===== src/rtl/regfile_wb_arbiter.sv =====
// Register-file writeback arbiter: merges three writeback requesters and tracks pending long-latency rd.
// Latency: the grant is registered, so the regfile write appears 1 cycle after the valid/ready handshake.
// Backpressure: ready is per requester; pipe has priority, R1/R2 alternate round-robin, starvation forces R1/R2.
module regfile_wb_arbiter (
  input  logic        clock,
  input  logic        reset,
  input  logic        pipe_valid,
  input  logic [4:0]  pipe_rd,
  input  logic [31:0] pipe_data,
  output logic        pipe_ready,
  input  logic        mc_valid,
  input  logic [4:0]  mc_rd,
  input  logic [31:0] mc_data,
  output logic        mc_ready,
  input  logic        cp_valid,
  input  logic [4:0]  cp_rd,
  input  logic [31:0] cp_data,
  output logic        cp_ready,
  input  logic        iss_valid,
  input  logic [4:0]  iss_rd,
  output logic        iss_ready,
  input  logic [4:0]  chk_rs1,
  input  logic [4:0]  chk_rs2,
  input  logic [4:0]  chk_rd,
  output logic        hazard,
  output logic        regwrite,
  output logic [4:0]  write_reg,
  output logic [31:0] write_data,
  output logic [31:0] busy_mask
);

  // One writeback beat: destination register plus the value to write.
  typedef struct packed {
    logic [4:0]  rd;
    logic [31:0] data;
  } wb_t;

  localparam logic [2:0] STARVE_LIMIT = 3'd4;

  logic [31:0] busy;
  logic [31:0] busy_next;
  logic [31:0] clr_mask;
  logic [31:0] set_mask;
  logic [2:0]  starve_cnt;
  logic        rr_ptr;      // 0: R1 (mc) wins a tie next, 1: R2 (cp) wins
  logic        starve;
  logic        pipe_gnt;
  logic        mc_gnt;
  logic        cp_gnt;
  logic        any_gnt;
  logic        iss_fire;
  wb_t         gnt_wb;
  wb_t         wb_q;

  // Arbitration: pipe first unless starvation is being relieved, then round-robin between mc and cp.
  // The override only holds pipe off while mc or cp is actually asking, so a requester that
  // withdraws cannot lock the pipeline out.
  always_comb begin
    starve     = (starve_cnt == STARVE_LIMIT) && (mc_valid || cp_valid);
    pipe_ready = reset && !starve;
    pipe_gnt   = pipe_valid && pipe_ready;
    mc_ready   = 1'b0;
    cp_ready   = 1'b0;
    if (reset && !pipe_gnt) begin
      if (mc_valid && cp_valid) begin
        mc_ready = !rr_ptr;
        cp_ready = rr_ptr;
      end else begin
        mc_ready = mc_valid;
        cp_ready = cp_valid;
      end
    end
    mc_gnt  = mc_valid && mc_ready;
    cp_gnt  = cp_valid && cp_ready;
    any_gnt = pipe_gnt || mc_gnt || cp_gnt;
  end

  // Select the payload of whichever requester won this cycle.
  always_comb begin
    gnt_wb = '0;
    if (pipe_gnt) begin
      gnt_wb.rd   = pipe_rd;
      gnt_wb.data = pipe_data;
    end else if (mc_gnt) begin
      gnt_wb.rd   = mc_rd;
      gnt_wb.data = mc_data;
    end else if (cp_gnt) begin
      gnt_wb.rd   = cp_rd;
      gnt_wb.data = cp_data;
    end
  end

  // Scoreboard update: long-latency writebacks retire their rd, accepted issues mark theirs.
  // A same-cycle retire and issue of one rd cannot both happen: the issue sees the old busy bit and stalls.
  always_comb begin
    iss_ready = reset && !busy[iss_rd];
    iss_fire  = iss_valid && iss_ready;
    clr_mask  = '0;
    set_mask  = '0;
    if (mc_gnt) clr_mask[mc_rd] = 1'b1;
    if (cp_gnt) clr_mask[cp_rd] = 1'b1;
    if (iss_fire) set_mask[iss_rd] = 1'b1;
    busy_next    = (busy & ~clr_mask) | set_mask;
    busy_next[0] = 1'b0;
  end

  // Decode hazard query; x0 is never marked busy so it contributes nothing.
  always_comb begin
    hazard = busy[chk_rs1] | busy[chk_rs2] | busy[chk_rd];
  end

  // Scoreboard state.
  always_ff @(posedge clock) begin
    if (!reset) begin
      busy <= '0;
    end else begin
      busy <= busy_next;
    end
  end

  // Starvation counter: counts cycles mc/cp wait, saturates at the limit, clears when either is served.
  always_ff @(posedge clock) begin
    if (!reset) begin
      starve_cnt <= '0;
    end else if (mc_gnt || cp_gnt) begin
      starve_cnt <= '0;
    end else if ((mc_valid || cp_valid) && (starve_cnt != STARVE_LIMIT)) begin
      starve_cnt <= starve_cnt + 3'd1;
    end
  end

  // Round-robin pointer: after serving one of mc/cp, the other gets the next tie.
  always_ff @(posedge clock) begin
    if (!reset) begin
      rr_ptr <= 1'b0;
    end else if (mc_gnt) begin
      rr_ptr <= 1'b1;
    end else if (cp_gnt) begin
      rr_ptr <= 1'b0;
    end
  end

  // Registered regfile write port; writes to x0 are granted but suppressed here.
  always_ff @(posedge clock) begin
    if (!reset) begin
      regwrite <= 1'b0;
      wb_q     <= '0;
    end else begin
      regwrite <= any_gnt && (gnt_wb.rd != 5'd0);
      if (any_gnt) begin
        wb_q <= gnt_wb;
      end
    end
  end

  assign write_reg  = wb_q.rd;
  assign write_data = wb_q.data;
  assign busy_mask  = busy;

endmodule


===== config.mk =====
export PLATFORM = sky130hd
export DESIGN_NAME = regfile_wb_arbiter
export DESIGN_NICKNAME = d
export VERILOG_FILES = /design/src/rtl/regfile_wb_arbiter.sv
export SDC_FILE = /design/constraint.sdc
export NUM_CORES = 1
export LEC_CHECK = 0
export CORE_ASPECT_RATIO = 1.75
export CORE_MARGIN = 1.5
export CORE_UTILIZATION = 36
export DETAILED_ROUTE_END_ITERATION = 16
export GPL_TIMING_DRIVEN = 0
export PLACE_DENSITY = 0.79
export SLEW_MARGIN = 10
export SYNTH_ARGS = -nofsm -noshare
export SYNTH_HDL_FRONTEND = slang
export SYNTH_SLANG_ARGS = --single-unit

===== constraint.sdc =====
create_clock -name clock -period 2.4 [get_ports clock]
set_input_delay 0.36 -clock clock [delete_from_list [all_inputs] [get_ports clock]]
set_output_delay 0.36 -clock clock [all_outputs]
set_load 0.05 [all_outputs]

==> results of run 1 <==
what timing repair did:
| action | 4_1_cts | 5_1_grt |
|---|---|---|
| pin swaps | 4 | 5 |
| buffers inserted | 0 | 6 |
| setup endpoints to repair | 5 | 7 |
| gates resized for setup | 72 | 11 |
routing by layer:
layer	up-vias	routed length (µm)	share of wire [%]
met5	-	0	0
met4	0	1180	5.8
met3	86	2220	11
met2	424	10200	50
met1	2630	6680	33
li1	2517	-	-
cell families after synthesis:
family,after synthesis,synth area share [%]
adders and majority gates,2,0.536
xor gates and xnor gates,2,0.375
buffers and inverters,62,6.22
and+or+nand+nor,193,21.0
other,1,0.0803
DFF,73,31.3
AOI/OAI and AO/OA,162,24.8
muxes,42,15.7
worst paths after layout:
check,end
worst max-delay path,hazard
worst min-delay path,busy_mask[28]
worst max register to register,busy_mask[8]
worst min register to register,write_reg[3]
worst max-delay path, cell delays in order (launching register included):
cell and delay (ps):
dfxtp_1 360, mux4_2 500, mux2i_4 280, nor3b_2 90, a311oi_2 200, nand4_1 160
buf_6 190
final cells by class:
class                   instances  area [µm²]  share of cell area, %
inverters                      13        51.3                  0.702
clock buffers                  11         243                   3.32
multi-input cells             402        2980                   40.7
flip-flops and latches         73        1490                   20.4
clock inverters                 5        78.8                   1.08
repair buffers                200        1990                   27.2
well taps                     168         210                   2.88
plain buffers                  48         265                   3.63
metrics by stage:
step / instances / utilization [%] / area, µm² / power (mW) / setup slack, ps
2_1_floorplan: 537 / - / 4690 / 1.91 / 11.6
3_3_place_gp: 899 / 54.4 / 6840 / 2.37 / -1190
3_5_place_dp: 899 / 54.4 / 6840 / 2.39 / -1230
4_1_cts: 914 / 57.5 / 7220 / 3.84 / 2.51
5_1_grt: 920 / 58.2 / 7310 / 3.98 / -83.5
6_report: 920 / 58.2 / 7310 / 3.86 / -86.0
power groups by stage:
stage / registers (mW) / logic [mW] / clock network (mW)
2_1_floorplan: 1.54 / 0.369 / 0
3_3_place_gp: 1.35 / 1.02 / 0
3_5_place_dp: 1.35 / 1.03 / 0
4_1_cts: 1.33 / 1.04 / 1.47
5_1_grt: 1.33 / 1.12 / 1.53
6_report: 1.33 / 1.06 / 1.47
cells in the final DEF, fill, tap and decap left out, types with 23 or more instances in the layout:
| cell | count |
|---|---|
| nor2_1 | 47 |
| mux4_2 | 24 |
| clkdlybuf4s50_1 | 184 |
| a31oi_1 | 32 |
| clkbuf_1 | 23 |
| a22oi_1 | 33 |
| nand2_1 | 46 |
| dfxtp_1 | 52 |
| o211ai_1 | 28 |
| nand3_1 | 38 |
| o22ai_1 | 32 |
==> impl_results.md, run 1 <==
* Crit path time final at 2490 ps
* Worst R2R Path Depth at 11
* MaxCap Viol Count at 0
* Clock sink total at 73
* DIE AREA at 13700 µm²
* PnR worst setup slack at -86.0 ps
* Detail Placement HPWL at 15900 µm
* CTS root buf: clkbuf_16
* Area Growth Syn to Fin at 56.6%
* Pre-antenna DRT Iters at 5
* Met2 Use GR at 50.4%
* Buffers on Ports at 194
* RSZ-0062 raised after global routing: yes
* CTS Buffer Depth at 2
* Predominant post-synthesis flop cell: dfxtp_1
* R2R Setup Slk at 180 ps
* Worst path required time at 2040 ps
* Routed WL per cell at 22.0 µm
* Setup_tns at -86.0 ps
* Setup Skew at 7.65 ps
* Hold Fails Final Rpt at 0
* ANT nets after route at 0
* Largest net degree at the start of global routing at 20
* Sequential area share after synthesis at 31.3%
* Congestion Overflow GR at 0
* Most common cell in the netlist: dfxtp_1
* FP Rows at 54
* Die W at 89.1 µm
* R2r startpoint: starve_cnt[0]
* Initial Utilization at 37.1%
* Clock slew at reported path FFs at 60 ps
* Maximum VDD drop at 0.000407 V
* Number of placed I/O pins at 212
* Syn_nets at 676
* Tcrit/Tclk final at 104%
* Cell count after synthesis at 537
* First DRT Iteration DRCs at 465
* Slew HR at 55.5%
* Hold_sp: reset
* Switching share of power at 30.9%
* Logic pwr share at 27.6%
* Syn Area/Cell at 8.69 µm²
* Final net count at 886
* # DRC at 0
* Number of flops mapped to enable cells by yosys at 0
* Total track usage at 29.4%
* LEAKAGE at 2.50 nW
* CP Data Arrival Time at 2130 ps
* Gpl congestion at 1.02
* Most frequent cells after synthesis: dfxtp_1 (73), nand2_1 (47), nor2_1 (47), nand3_1 (38), a22oi_1 (34)
* PD cells at 528 nW/µm²
* Status: finished with violations
* Met1 global-route usage at 30.5%
* First-pass GRT wire length at 30300 µm
* ANT cells at 0
* Synth Register Bits at 73
* Slew Limit Fails at 0
* Switching power at 1.19 mW
* Post-synthesis cell type with the largest combined area: dfxtp_1
* Largest fanout on the critical path at 6
* Filler Cells Inserted at 1131
* Total number of vias at 5657
* Clock Power Share at 38.0%
* Core box area at 12600 µm²
* Hold Crit Depth at 3
* Fraction of registers with async set/reset at 0%
* CP Capture Type: output pin
* Via density per instance at 6.15
* Die H at 154 µm
* Crit Path Class: reg -> out
* Yosys cell types at 57
* Main area contributors after synthesis: dfxtp_1 (31%), mux4_2 (12%), a22oi_1 (5.5%)
* Int Power at 2.67 mW
* Worst Hold Class: in -> reg
* WHS at 445 ps
* Maximum clock rate at 402 MHz
* Synthesized area at 4670 µm²
* Worst skew pair latency at 340 ps
* Number of flip-flops in the largest register at 32
* TritonCTS clock tree: done
* Critical path launch point: busy_mask[18]
* TritonCTS Buffers at 9
* Layout cells sized above 1 at 16.4%
* Final setup violating endpoints at 1
* Drt total wl at 20300 µm
* Vias in the first global route at 5609
* Top-area cell type share of the netlist area at 31.3%
* Initial antenna violation count at 0
* Grt met3 use at 9.39%
* CTS Hold Bufs at 0
* H-Tree Depth at 3
* Critical path startpoint category: register
* Failing checks: negative setup slack
* Ys Warns at 0
* Most Crowded Layer GR: met2
* Seq pwr share at 34.4%
* Tightest Pin Transition at 668 ps
No activity file was read; power rests on OpenSTA's default activity.
==> run 2: changes to the inputs <==
--- a/config.mk
+++ b/config.mk
@@ -5,11 +5,11 @@
 export SDC_FILE = /design/constraint.sdc
 export NUM_CORES = 1
 export LEC_CHECK = 0
-export CORE_ASPECT_RATIO = 1.75
+export CORE_ASPECT_RATIO = 1.4
 export CORE_MARGIN = 1.5
 export CORE_UTILIZATION = 36
 export DETAILED_ROUTE_END_ITERATION = 16
-export GPL_TIMING_DRIVEN = 0
+export GPL_TIMING_DRIVEN = 1
 export PLACE_DENSITY = 0.79
 export SLEW_MARGIN = 10
 export SYNTH_ARGS = -nofsm -noshare
==> run 2 against run 1 <==
Against the previous run: clock-buffer cell count grew 1; die area shrank 0.13%; combinational power grew 8%; the run still ends with negative setup slack left; critical path type is now in -> out; critical endpoint is now iss_ready; sequential share of layout area shrank 1.1 points; largest power group unchanged; clock power shrank 7%; sequential cell count is the same.
==> impl_results.md, run 2 (same netlist as run 1, synthesis figures left out) <==
* Status: finished with violations
* Failing checks: negative setup slack
* Max stage delay on crit path at 530 ps
* CP Capture Type: output pin
* Hold Fails Final Rpt at 0
* Worst R2R Path Depth at 9
* Initial Utilization at 36.6%
* ANT nets after route at 0
* Commonest cells after routing, fill and taps aside: clkdlybuf4s50_1 (196), buf_4 (55), dfxtp_1 (52), nor2_1 (47), nand2_1 (47)
* Largest fanout on the critical path at 7
* R2R Setup Slk at 180 ps
* Final setup violating endpoints at 1
* Slew Limit Fails at 0
* Tightest Pin Transition at 617 ps
* Core box area at 12800 µm²
* CTS Buffer Depth at 2
* Largest net degree at the start of global routing at 36
* PD cells at 497 nW/µm²
* # DRC at 0
* Top delay family on crit path: multiplexers
* Congestion Overflow GR at 0
* Int Power at 2.67 mW
* Maximum clock rate at 414 MHz
* Total number of vias at 5820
* Hold Crit Depth at 2
* Via density per instance at 6.24
* Tcrit/Tclk final at 101%
* DIE AREA at 13700 µm²
* Post-route cell area at 7730 µm²
* Switching share of power at 30.7%
* Most common cell after layout, fill and taps aside: clkdlybuf4s50_1
* Number of placed I/O pins at 212
* Routed WL per cell at 22.3 µm
* Setup Skew at 7.69 ps
* Buffers on Ports at 210
* Worst path required time at 2040 ps
* Number of flip-flops in the largest register at 32
* Crit Path Class: in -> out
* Vias in the first global route at 5887
* Drt total wl at 20700 µm
* ANT cells at 0
* Critical path startpoint category: primary input
* First DRT Iteration DRCs at 528
* Seq pwr share at 34.6%
* Clock slew at reported path FFs at 60 ps
* Setup_tns at -15.0 ps
* Worst path bufs/invs at 4
* RSZ-0062 raised after global routing: yes
* Area Growth Syn to Fin at 65.6%
* Clock sink total at 73
* Maximum VDD drop at 0.000364 V
* CP max-delay cell: mux4_2
* Critical path depth in cells at 8
* Die H at 138 µm
* Die W at 99.2 µm
* Filler Cells Inserted at 1085
* Pre-antenna DRT Iters at 7
* WHS at 456 ps
* FP Rows at 49
* Cells along the critical path: buf_2 > buf_6 > buf_8 > mux4_2 > mux2i_2 > nor3b_2 > nor4_4 > buf_12
* MaxCap Viol Count at 0
* PnR worst setup slack at -15.0 ps
* Final net count at 913
* Switching power at 1.18 mW
* Worst Hold Class: reg -> reg
* First-pass GRT wire length at 31000 µm
* Total track usage at 29.5%
* TritonCTS Buffers at 9
* H-Tree Depth at 3
* Worst skew pair latency at 340 ps
* Layout cells sized above 1 at 21.1%
* Crit path time final at 2420 ps
* CTS root buf: clkbuf_16
* LEAKAGE at 2.72 nW
* Initial antenna violation count at 0
* Clock Power Share at 35.6%
* CP Data Arrival Time at 2060 ps
* Logic pwr share at 29.7%
* TritonCTS clock tree: done
* Slew HR at 58.7%
* Detail Placement HPWL at 16200 µm
* Gpl congestion at 1.05
* Placement Cell Area at 7280 µm²
-- run 2: cell types whose count changed in the layout (fill, tap and decap cells not counted), moves of 2 or more --
cell / delta
buf_1: -2
buf_12: +7
buf_2: -11
buf_4: +44
buf_8: -2
clkbuf_1: -22
clkdlybuf4s15_1: +4
clkdlybuf4s50_1: +12
-- run 2: area by class of cell --
type | count | area [µm²] | share of cell area, %
Clock inverter | 4 | 51.3 | 0.664
Sequential cell | 73 | 1490 | 19.3
Clock buffer | 12 | 256 | 3.32
Inverter | 13 | 53.8 | 0.696
Timing Repair Buffer | 275 | 2690 | 34.7
Multi-Input combinational cell | 402 | 3000 | 38.8
Tap cell | 153 | 191 | 2.48
-- run 2: what timing repair did --
item | in CTS | in global routing
setup endpoints to repair | 4 | 7
setup buffers | 2 | 3
hold buffers | 0 | 0
resized for setup | 37 | 27
hold endpoints to repair | 0 | 0
pin swaps | 5 | 6
-- run 2: power by group through the flow --
stage | Combinational, mW | Clock, mW | Sequential [mW]
after global routing | 1.19 | 1.44 | 1.34
after detailed placement | 1.12 | 0 | 1.36
after global placement | 1.10 | 0 | 1.35
after CTS | 1.13 | 1.38 | 1.33
after floorplan | 0.369 | 0 | 1.54
final | 1.14 | 1.37 | 1.33
-- run 2: worst paths after layout --
check | endpoint | startpoint
hold reg to reg | write_reg[1] | write_reg[1]
hold / removal | write_reg[1] | write_reg[1]
setup / recovery | iss_ready | iss_rd[0]
setup reg to reg | busy_mask[8] | starve_cnt[0]
-- run 2: worst reg2reg max path, delay by kind of cell (launching register included) --
family	cells	cell delay [ps]
compound gates	3	510
fa+ha+maj	1	160
flops	1	330
simple gates	3	790
buf+inv	2	280
-- run 2: routing by layer --
layer	part of all wire, %	track usage (%)	up-vias
met5	0	0	-
met4	5.3	16.3	0
met3	9.3	6.19	82
met2	52	54.1	400
met1	34	31.4	2763
li1	-	-	2575
-- run 2: stage by stage --
stage,instances,worst slack [ps],total power [mW],utilization (%)
floorplan,537,11.6,1.91,-
global placement,912,-414,2.45,57.1
detailed placement,912,-420,2.47,57.1
CTS,929,-119,3.84,60.0
global route,932,-87.9,3.97,60.6
finish,932,-15.0,3.85,60.6
==> run 3: changes to the inputs <==
--- a/config.mk
+++ b/config.mk
@@ -5,12 +5,14 @@
 export SDC_FILE = /design/constraint.sdc
 export NUM_CORES = 1
 export LEC_CHECK = 0
+export ABC_AREA = 1
 export CORE_ASPECT_RATIO = 1.4
 export CORE_MARGIN = 1.5
 export CORE_UTILIZATION = 36
+export CTS_CLUSTER_SIZE = 10
 export DETAILED_ROUTE_END_ITERATION = 16
 export GPL_TIMING_DRIVEN = 1
-export PLACE_DENSITY = 0.79
+export PLACE_DENSITY = 0.77
 export SLEW_MARGIN = 10
 export SYNTH_ARGS = -nofsm -noshare
 export SYNTH_HDL_FRONTEND = slang
==> run 3 against run 2 <==
Against the previous run: the run now ends clean; via count increased by 19%; highest routed layer unchanged; sequential power barely moved; critical endpoint is now hazard; cell area up 3.9%; fmax rose by 5.3%; die area increased by 11%; synthesized cell count up 55%; non-clock buffer count decreased by 25; clock skew increased by 2.4 ps.
==> impl_results.md, run 3 <==
* CP Data Arrival Time at 1930 ps
* Setup Skew at 10.1 ps
* DIE AREA at 15200 µm²
* LEAKAGE at 2.86 nW
* Worst Hold Class: reg -> reg
* Gpl congestion at 1.01
* Fraction of registers with async set/reset at 0%
* Largest net degree at the start of global routing at 41
* MaxCap Viol Count at 0
* Slew Limit Fails at 0
* Switching share of power at 30.9%
* Hold Crit Depth at 2
* Ys Warns at 0
* RSZ-0062 raised after global routing: yes
* FF/Latch Area at 1460 µm²
* Synth Register Bits at 73
* Seq pwr share at 33.0%
* TritonCTS clock tree: done
* Die H at 145 µm
* Predominant post-synthesis flop cell: dfxtp_1
* Post-place setup slack at 12.2 ps
* Setup_tns at 0 ps
* Worst path required time at 2040 ps
* Status: completed
* Yosys cell types at 35
* Routed WL per cell at 18.2 µm
* R2r startpoint: starve_cnt[0]
* R2R Setup Slk at 470 ps
* ANT cells at 0
* Final net count at 1189
* Total track usage at 29.0%
* Pre-antenna DRT Iters at 7
* Cell count after synthesis at 833
* Most common cell in the netlist: nand2_1
* Filler Cells Inserted at 1369
* Crit Path Class: in -> out
* Area Growth Syn to Fin at 54.6%
* CTS Hold Bufs at 0
* First DRT Iteration DRCs at 802
* Most common cell after layout, fill and taps aside: nand2_1
* Vias in the first global route at 6383
* PD cells at 497 nW/µm²
* Detail Placement HPWL at 16900 µm
* FP Rows at 51
* Hold_sp: starve_cnt[1]
* Crit path time final at 2290 ps
* Via density per instance at 5.58
* Clock Power Share at 38.2%
* Top-area cell type share of the netlist area at 28.1%
* ANT nets after route at 0
* CTS root buf: clkbuf_16
* Commonest cells after routing, fill and taps aside: nand2_1 (218), clkdlybuf4s50_1 (201), nand3_1 (151), dfxtp_1 (73), nor2_1 (66)
* Number of placed I/O pins at 212
* Initial Utilization at 37.0%
* Initial antenna violation count at 0
* Critical path startpoint category: primary input
* Number of flip-flops in the largest register at 32
* Drt total wl at 22500 µm
* Worst R2R Path Depth at 12
* CTS Buffer Depth at 2
* H-Tree Depth at 3
* Worst skew pair latency at 340 ps
* Sequential area share after synthesis at 28.1%
* WHS at 488 ps
* Clock slew at reported path FFs at 60 ps
* Buffers on Ports at 210
* Hold Path Sink: starve_cnt[1]
* CP Capture Type: output pin
* TritonCTS Buffers at 9
* Hold Fails Final Rpt at 0
* PnR worst setup slack at 106 ps
* Tcrit/Tclk final at 95.6%
* Switching power at 1.23 mW
* Int Power at 2.76 mW
* Worst reg2reg path endpoint: regwrite
* Main area contributors after synthesis: dfxtp_1 (28%), nand2_1 (16%), nand3_1 (15%)
* Final setup violating endpoints at 0
* Maximum VDD drop at 0.000359 V
* Synthesized area at 5200 µm²
* Logic pwr share at 28.8%
* Post-synthesis cell type with the largest combined area: dfxtp_1
* Total number of vias at 6905
* Tightest Pin Transition at 667 ps
* First-pass GRT wire length at 34500 µm
* Largest fanout on the critical path at 14
* Syn Area/Cell at 6.24 µm²
* Die W at 105 µm
* Total Power at 4.00 mW
* Syn_nets at 972
* Most frequent cells after synthesis: nand2_1 (218), nand3_1 (151), dfxtp_1 (73), nor2_1 (66), a21oi_1 (63)
* Maximum clock rate at 436 MHz
* Slew HR at 55.4%
* # DRC at 0
* Core box area at 14000 µm²
* Area taken by multi-input logic gates at 3210 µm²
* Layout cells sized above 1 at 8.93%
* Congestion Overflow GR at 0
* Clock sink total at 73
* Number of flops mapped to enable cells by yosys at 0
## run 3: cell count changes in the layout (fill, tap and decap cells not counted), sizes merged, moves of 34 or more
| cell | previous run | this run |
|---|---|---|
| inv | 13 | 61 |
| a21oi | 8 | 66 |
| nand2 | 48 | 223 |
| a22oi | 34 | 0 |
| o21ai | 4 | 38 |
| nand3 | 38 | 161 |
## run 3: stage by stage
step	util, %	area (µm²)	cells
6_report	57.2	8040	1238
3_3_place_gp	54.4	7630	1217
4_1_cts	56.7	7960	1231
3_5_place_dp	54.4	7630	1217
5_1_grt	57.2	8040	1238
2_1_floorplan	-	5200	833
## run 3: cell families (layout without fill, tap and decap cells)
group / count (synthesis) / count (layout) / share of synthesized area [%]
other cells: 1 / 1 / 0.0722
xor+xnor: 1 / 1 / 0.169
simple gates: 483 / 483 / 41.6
flops: 73 / 73 / 28.1
fa+ha+maj: 2 / 2 / 0.481
compound gates: 162 / 162 / 19.4
buf+inv: 111 / 331 / 10.2
## run 3: worst max-delay path by stage
stage,from,endpoint,slack [ps],depth (start not counted)
after floorplan,chk_rd[0],hazard,350,9
after global placement,chk_rs2[0],hazard,10,10
after detailed placement,chk_rs2[0],hazard,10,10
after CTS,chk_rs2[0],hazard,4,10
after global routing,chk_rd[0],hazard,-20,10
final,chk_rd[0],hazard,110,10
## run 3: what timing repair did
action | CTS | global route
setup buffers | 0 | 4
endpoints found under the setup margin | 0 | 2
resized for setup | 0 | 13
## run 3: per-layer routing
layer / vias up / global-route usage [%] / wire [µm]
li1: 3285 / - / -
met1: 3072 / 32.1 / 7920
met2: 457 / 49.3 / 10700
met3: 91 / 8.49 / 2580
met4: 0 / 16.3 / 1260
met5: - / 0 / 0
## run 3: area by class of cell
class	count	area share [%]
Tap cell	185	2.88
Multi-Input combinational cell	649	39.9
Sequential cell	73	18.2
Timing Repair inverter	3	0.249
Clock buffer	9	2.80
Clock inverter	5	1.32
Timing Repair Buffer	250	31.4
Inverter	64	3.22
## run 3: power by group through the flow
stage	sequential, mW	combinational (mW)	clock [mW]
floorplan	1.53	0.408	0
global placement	1.34	1.12	0
detailed placement	1.34	1.13	0
CTS	1.32	1.13	1.54
global route	1.32	1.22	1.60
finish	1.32	1.15	1.53
## run 3: worst max-delay path, stage by stage
cell and delay (ps):
clkdlybuf4s50_1 500, inv_1 180, a21oi_1 200, o21ai_0 110, o211ai_1 100, nand3_1 80
nand2_1 80, nand2_1 60, nand3_1 120, buf_12 150
